## config.mk

```make
export PLATFORM = sky130hd
export DESIGN_NAME = fxp_mult_pipe
export DESIGN_NICKNAME = d
export VERILOG_FILES = /design/src/rtl/fxp_mult_pipe.sv
export SDC_FILE = /design/constraint.sdc
export NUM_CORES = 2
export LEC_CHECK = 0
export CELL_PAD_IN_SITES_DETAIL_PLACEMENT = 2
export CELL_PAD_IN_SITES_GLOBAL_PLACEMENT = 2
export CORE_MARGIN = 4
export CORE_UTILIZATION = 23
export DETAILED_ROUTE_END_ITERATION = 16
export HOLD_SLACK_MARGIN = 0.15
export PLACE_DENSITY_LB_ADDON = 0.1
export SYNTH_ARGS = -nofsm -noshare
export SYNTH_HDL_FRONTEND = slang
export SYNTH_SLANG_ARGS = --single-unit
```

## constraint.sdc

```tcl
create_clock -name clk -period 8.51 [get_ports clk]
set_clock_uncertainty 0.2 [all_clocks]
set_input_delay 1.702 -clock clk [delete_from_list [all_inputs] [get_ports clk]]
set_output_delay 1.702 -clock clk [all_outputs]
set_load 0.02 [all_outputs]
```

## src/rtl/fxp_mult_pipe.sv

```systemverilog
// Pipelined signed fixed-point multiply / multiply-accumulate with round-half-up and overflow flag.
// Optional saturation on overflow when FXP_MULT_SAT_EN is defined; otherwise results wrap.
module fxp_mult_pipe #(
    parameter int W = 16,
    parameter int F = 8
) (
    input  logic         clk,
    input  logic         reset,
    input  logic         in_valid,
    output logic         in_ready,
    input  logic [W-1:0] in_a,
    input  logic [W-1:0] in_b,
    input  logic         in_acc,
    output logic         out_valid,
    input  logic         out_ready,
    output logic [W-1:0] out_data,
    output logic         out_ovf
);

    localparam int L  = $clog2(W);
    localparam int P  = 1 << L;
    localparam int PW = 2 * W;
    localparam int SW = 2 * W + 1;
    localparam logic [PW-1:0] HALF = PW'(1) << (F - 1);

    logic          advance;
    logic          out_valid_q;
    logic [W-1:0]  out_data_q;
    logic          out_ovf_q;
    logic [W-1:0]  acc_q;
    logic [L:0]    vld_q;
    logic [L:0]    accf_q;
    logic [PW-1:0] a_ext;
    logic [PW-1:0] pp_d [P];

    // One stall signal freezes every stage, valid bits included, so beats never slip.
    assign advance   = out_ready | ~out_valid_q;
    assign in_ready  = advance;
    assign out_valid = out_valid_q;
    assign out_data  = out_data_q;
    assign out_ovf   = out_ovf_q;

    assign a_ext = {{W{in_a[W-1]}}, in_a};

    // The multiplier's sign bit carries weight -2^(W-1), so its row is subtracted.
    for (genvar i = 0; i < W; i++) begin : g_pp
        if (i < W - 1) begin : g_pos
            assign pp_d[i] = in_b[i] ? (a_ext << i) : '0;
        end else begin : g_neg
            assign pp_d[i] = in_b[i] ? ('0 - (a_ext << i)) : '0;
        end
    end

    for (genvar i = W; i < P; i++) begin : g_pad
        assign pp_d[i] = '0;
    end

    for (genvar lv = 0; lv <= L; lv++) begin : g_lvl
        localparam int N = P >> lv;
        logic [PW-1:0] sum_q [N];

        if (lv == 0) begin : g_leaf
            always_ff @(posedge clk or negedge reset) begin
                if (!reset) begin
                    sum_q <= '{default: '0};
                end else if (advance) begin
                    sum_q <= pp_d;
                end
            end
        end else begin : g_node
            always_ff @(posedge clk or negedge reset) begin
                if (!reset) begin
                    sum_q <= '{default: '0};
                end else if (advance) begin
                    for (int j = 0; j < N; j++) begin
                        sum_q[j] <= g_lvl[lv-1].sum_q[2*j] + g_lvl[lv-1].sum_q[2*j+1];
                    end
                end
            end
        end
    end

    always_ff @(posedge clk or negedge reset) begin
        if (!reset) begin
            vld_q  <= '0;
            accf_q <= '0;
        end else if (advance) begin
            vld_q  <= {vld_q[L-1:0], in_valid};
            accf_q <= {accf_q[L-1:0], in_acc};
        end
    end

    logic [PW-1:0]        prod;
    logic [PW-1:0]        rnd_sum;
    logic signed [PW-1:0] rnd;
    logic signed [SW-1:0] acc_ext;
    logic signed [SW-1:0] res_full;
    logic                 res_ovf;
    logic [W-1:0]         res_d;

    // Accumulator is read here, in the last stage, so a chained beat always sees its predecessor.
    always_comb begin
        prod     = g_lvl[L].sum_q[0];
        rnd_sum  = prod + HALF;
        rnd      = $signed(rnd_sum) >>> F;
        acc_ext  = accf_q[L] ? $signed({{(SW-W){acc_q[W-1]}}, acc_q}) : '0;
        res_full = $signed({rnd[PW-1], rnd}) + acc_ext;
        res_ovf  = ~((&res_full[SW-1:W-1]) | ~(|res_full[SW-1:W-1]));
`ifdef FXP_MULT_SAT_EN
        if (res_ovf) begin
            res_d = res_full[SW-1] ? {1'b1, {(W-1){1'b0}}} : {1'b0, {(W-1){1'b1}}};
        end else begin
            res_d = res_full[W-1:0];
        end
`else
        res_d = res_full[W-1:0];
`endif
    end

    always_ff @(posedge clk or negedge reset) begin
        if (!reset) begin
            out_valid_q <= 1'b0;
            out_data_q  <= '0;
            out_ovf_q   <= 1'b0;
            acc_q       <= '0;
        end else if (advance) begin
            out_valid_q <= vld_q[L];
            if (vld_q[L]) begin
                out_data_q <= res_d;
                out_ovf_q  <= res_ovf;
                acc_q      <= res_d;
            end
        end
    end

endmodule

```

==> After elaboration in Yosys (flattened, before gate mapping) <==
Cells that the tools add are included.
{ "word_totals": {"ff_bits": 1020, "out_inout_bits": 19, "input_bits": 37, "elab_cells": 79} }
{ "op_classes": {"n_reduce_logical": 3, "n_bitwise": 5, "add_sub_neg": 18, "mux": 17} }
{ "ops": {"columns": ["cell", "count"], "rows": [
  ["two-way mux 32 bit", 16],
  ["adder 32 bit", 15],
  ["adder 24 x 33 -> 33 bit", 1],
  ["two-way mux 33 bit", 1],
  ["adder 32 x 8 -> 32 bit (second input constant)", 1],
  ["subtractor 1 x 31 -> 32 bit (first input constant)", 1],
  ["AND reduction 18 bit", 1],
  ["OR reduction 18 bit", 1],
  ["NOT 1 bit", 3],
  ["bitwise OR 1 bit", 2],
  ["AND reduction 2 bit", 1]
]} }

==> Longest topological paths before layout <==
{ "logic_depth": {"ltp_word": 6, "ltp_mapped": 20, "ltp_nobuf": 19} }

==> Least setup slack after synthesis <==
OpenSTA, ideal clock, no wires.
{ "synth_timing": {"path_kind": "input port to output port", "start": "input port out_ready", "end": "output port in_ready", "setup_slack_ps": 3696, "cell_stages": 6, "required_time_ps": 6608, "arrival_time_ps": 2912, "path_cell_list": "nor2b_1 -> clkbuf_1 -> inv_1 -> clkbuf_1 -> clkbuf_1 -> clkbuf_1"} }
{ "synth_via": {"elab_chain_cells": 1} }
{ "synth_lines": {"columns": ["element", "line_no", "text"], "rows": [
  ["from (decl)", "15", "input logic out_ready,"],
  ["bitwise OR 1 bit", "37", "assign advance = out_ready | ~out_valid_q;"],
  ["to (decl)", "10", "output logic in_ready,"]
]} }
No other way between the ends.

==> Worst setup path in the final report <==
Ends and elaborated chain as after synthesis.

==> out/qor.txt <==
vias per inst = 4.62
Synth top area share = 0.435
Synth area leaders = dfrtp_1 43%, ha_1 10%, nand2_1 8.2%, a21oi_1 4.5%, nand3_1 4.0%
Internal = 0.0106 W
drt total wl = 127000 um
Initial Utilization = 0.232
WL/cell = 19.6 um
switching pwr = 0.00809 W
largest net degree at the start of global routing = 164
setup repair bufs after CTS = 0
core region area = 163000 sq um
P&R area growth vs syn = 15.6%
min-delay worst type = reg -> reg
clk sink count = 656
Post-CTS Resized = 0
sequential power share = 0.285
RSZ-0062 raised after global routing = no
Combinational Power Share = 0.505
GR Overflow Total = 0
post-synthesis sequential area ratio = 0.435
worst hold slack = 265 ps
Worst-path clk slew = 60 ps
Synth Area per Inst = 8.82 sq um
critical path class = in -> out
Max Transition Viols Final = 0
Antenna Cells = 0
H-tree level count = 3
initial antenna violation count = 1
clock latency on the worst-skew pair = 700 ps
synthesized flop and latch total = 656
Post-Syn Area = 37800 sq um
Yosys cell types = 72
DRC = 0
PD cells = 428 nW/um^2
first-pass GRT wire length = 202000 um
# hold bufs at CTS = 0
crit path max fanout = 48
Bufs on Longest Clock Path = 3
leakage power = 20.3 nW
most frequent cells in the layout = 822 x nand2_1, 656 x dfrtp_1, 338 x nor2_1
critical path data arrival time = 3240 ps
Clock power frac = 0.210
gate count of the mapped netlist = 4278
num ports = 56
Final nets = 4617
switching portion of total power = 0.433
IO Port Bufs = 55
via count = 30100
Max Cap Violations = 0
DIE HEIGHT = 413 um
Worst EP required = 6610 ps
Num CTS Buffers = 94
vias in the first global route = 32500
Final setup viols = 0
fraction of layout cells with a size suffix above 1 = 0.0508
share of flip-flops with an asynchronous set or reset = 1.00
GRT Total Usage = 0.151
Fin. Hold Viols = 0
Die W = 413 um
Die ar. = 171000 sq um
worst slew pin tran = 1070 ps
Tmin final = 5140 ps
CTS tree = yes
number of antenna-violating nets in the routed design = 0
Final HPWL DP = 88500 um
Final Cycle Share = 0.604
TritonRoute pass-1 iters = 5
number of flops mapped to enable cells by yosys = 0
YS warnings = 0
Worst Setup Start Kind = input pin
setup_tns = 0 ps
clock root buffer = clkbuf_16
Yosys top cell by area = dfrtp_1
Fill cells = 18400
most common cell after layout, fill and taps aside = nand2_1
Iter 0 DRT Violations = 1215
VDD IR max = 0.000182 V
row count = 148
fmax = 0.195 GHz
RePlAce Congestion = 0.732
status = finished clean
syn_nets = 4641
most common flop cell mapped by yosys = dfrtp_1
CP Capture Type = primary output
Max-slew headroom = 0.285
[metal layers]
metal,global-route usage,vias to the layer above,wire length [um]
li1,-,14700,-
met1,0.223,15100,66800
met4,0.0287,0,2220
met2,0.235,169,55800
met5,0,-,0
met3,0.0197,122,2520
[power by group through the flow]
stage / clock network (W) / logic, W / registers (W)
after global routing: 0.00423 / 0.0108 / 0.00550
final: 0.00393 / 0.00943 / 0.00531
after global placement: 0 / 0.00946 / 0.00540
after floorplan: 0 / 0.00690 / 0.00504
after CTS: 0.00412 / 0.00968 / 0.00538
after detailed placement: 0 / 0.00961 / 0.00543
[synth_stat cells, types with 77 or more instances]
cell type	count
dfrtp_1	656
nand2_1	822
nand3_1	302
nor2_1	338
inv_1	123
a21o_1	77
clkbuf_1	170
xnor2_1	128
o21ai_0	214
a21oi_1	336
ha_1	312
xor2_1	147
[metrics by stage]
| stage | util | setup slack (ps) | std cells | power [W] | area [sq um] |
|---|---|---|---|---|---|
| CTS | 0.268 | 3320 | 6502 | 0.0192 | 43600 |
| finish | 0.268 | 3370 | 6502 | 0.0187 | 43600 |
| detailed placement | 0.249 | 2840 | 6333 | 0.0150 | 40600 |
| global placement | 0.249 | 2930 | 6333 | 0.0149 | 40600 |
| floorplan | - | 3700 | 4278 | 0.0119 | 37800 |
| global route | 0.268 | 3210 | 6502 | 0.0206 | 43600 |
[worst max-delay path, cell delays in order]
cell and delay, ps:
clkdlybuf4s50_1 510, nor2b_4 80, inv_8 270, clkdlybuf4s50_1 680
[worst paths after layout]
check | start | end | slack [ps] | depth (start not counted)
worst max-delay path | out_ready | in_ready | 3370 | 4
worst max register to register | g_lvl[4].sum_q[9] | out_ovf | 3680 | 18
worst min-delay path | g_lvl[0].sum_q[46] | g_lvl[1].sum_q[14] | 260 | 2
worst min register to register | g_lvl[0].sum_q[46] | g_lvl[1].sum_q[14] | 260 | 2
min in group asynchronous | reset | g_lvl[1].sum_q[31] | 860 | 1
max in group asynchronous | reset | g_lvl[1].sum_q[76] | 5770 | 2
[cell type report]
type                    instances  area (sq um)  share of cell area
multi-input cells            3292         20100               0.461
flip-flops and latches        656         16400               0.376
clock buffers                 149          2820              0.0647
well taps                    2175          2720              0.0624
repair buffers                 87           888              0.0204
inverters                     123           469              0.0108
clock inverters                20           214             0.00490
[sequential cells by signal, indices dropped and copies added (netlist names)]
signal	count
out_ovf	1
out_valid	1
vld_q	5
acc_q	16
accf_q	5
g_lvl.sum_q	628
[kinds of logic after synthesis]
kind of cell,after synthesis,share of synthesized area
buf+inv,330,0.0330
simple gates,1769,0.207
compound gates,913,0.148
xor+xnor,275,0.0638
flops,656,0.435
mux,9,0.00262
fa+ha+maj,326,0.111
No activity file was read; power rests on OpenSTA's default activity.
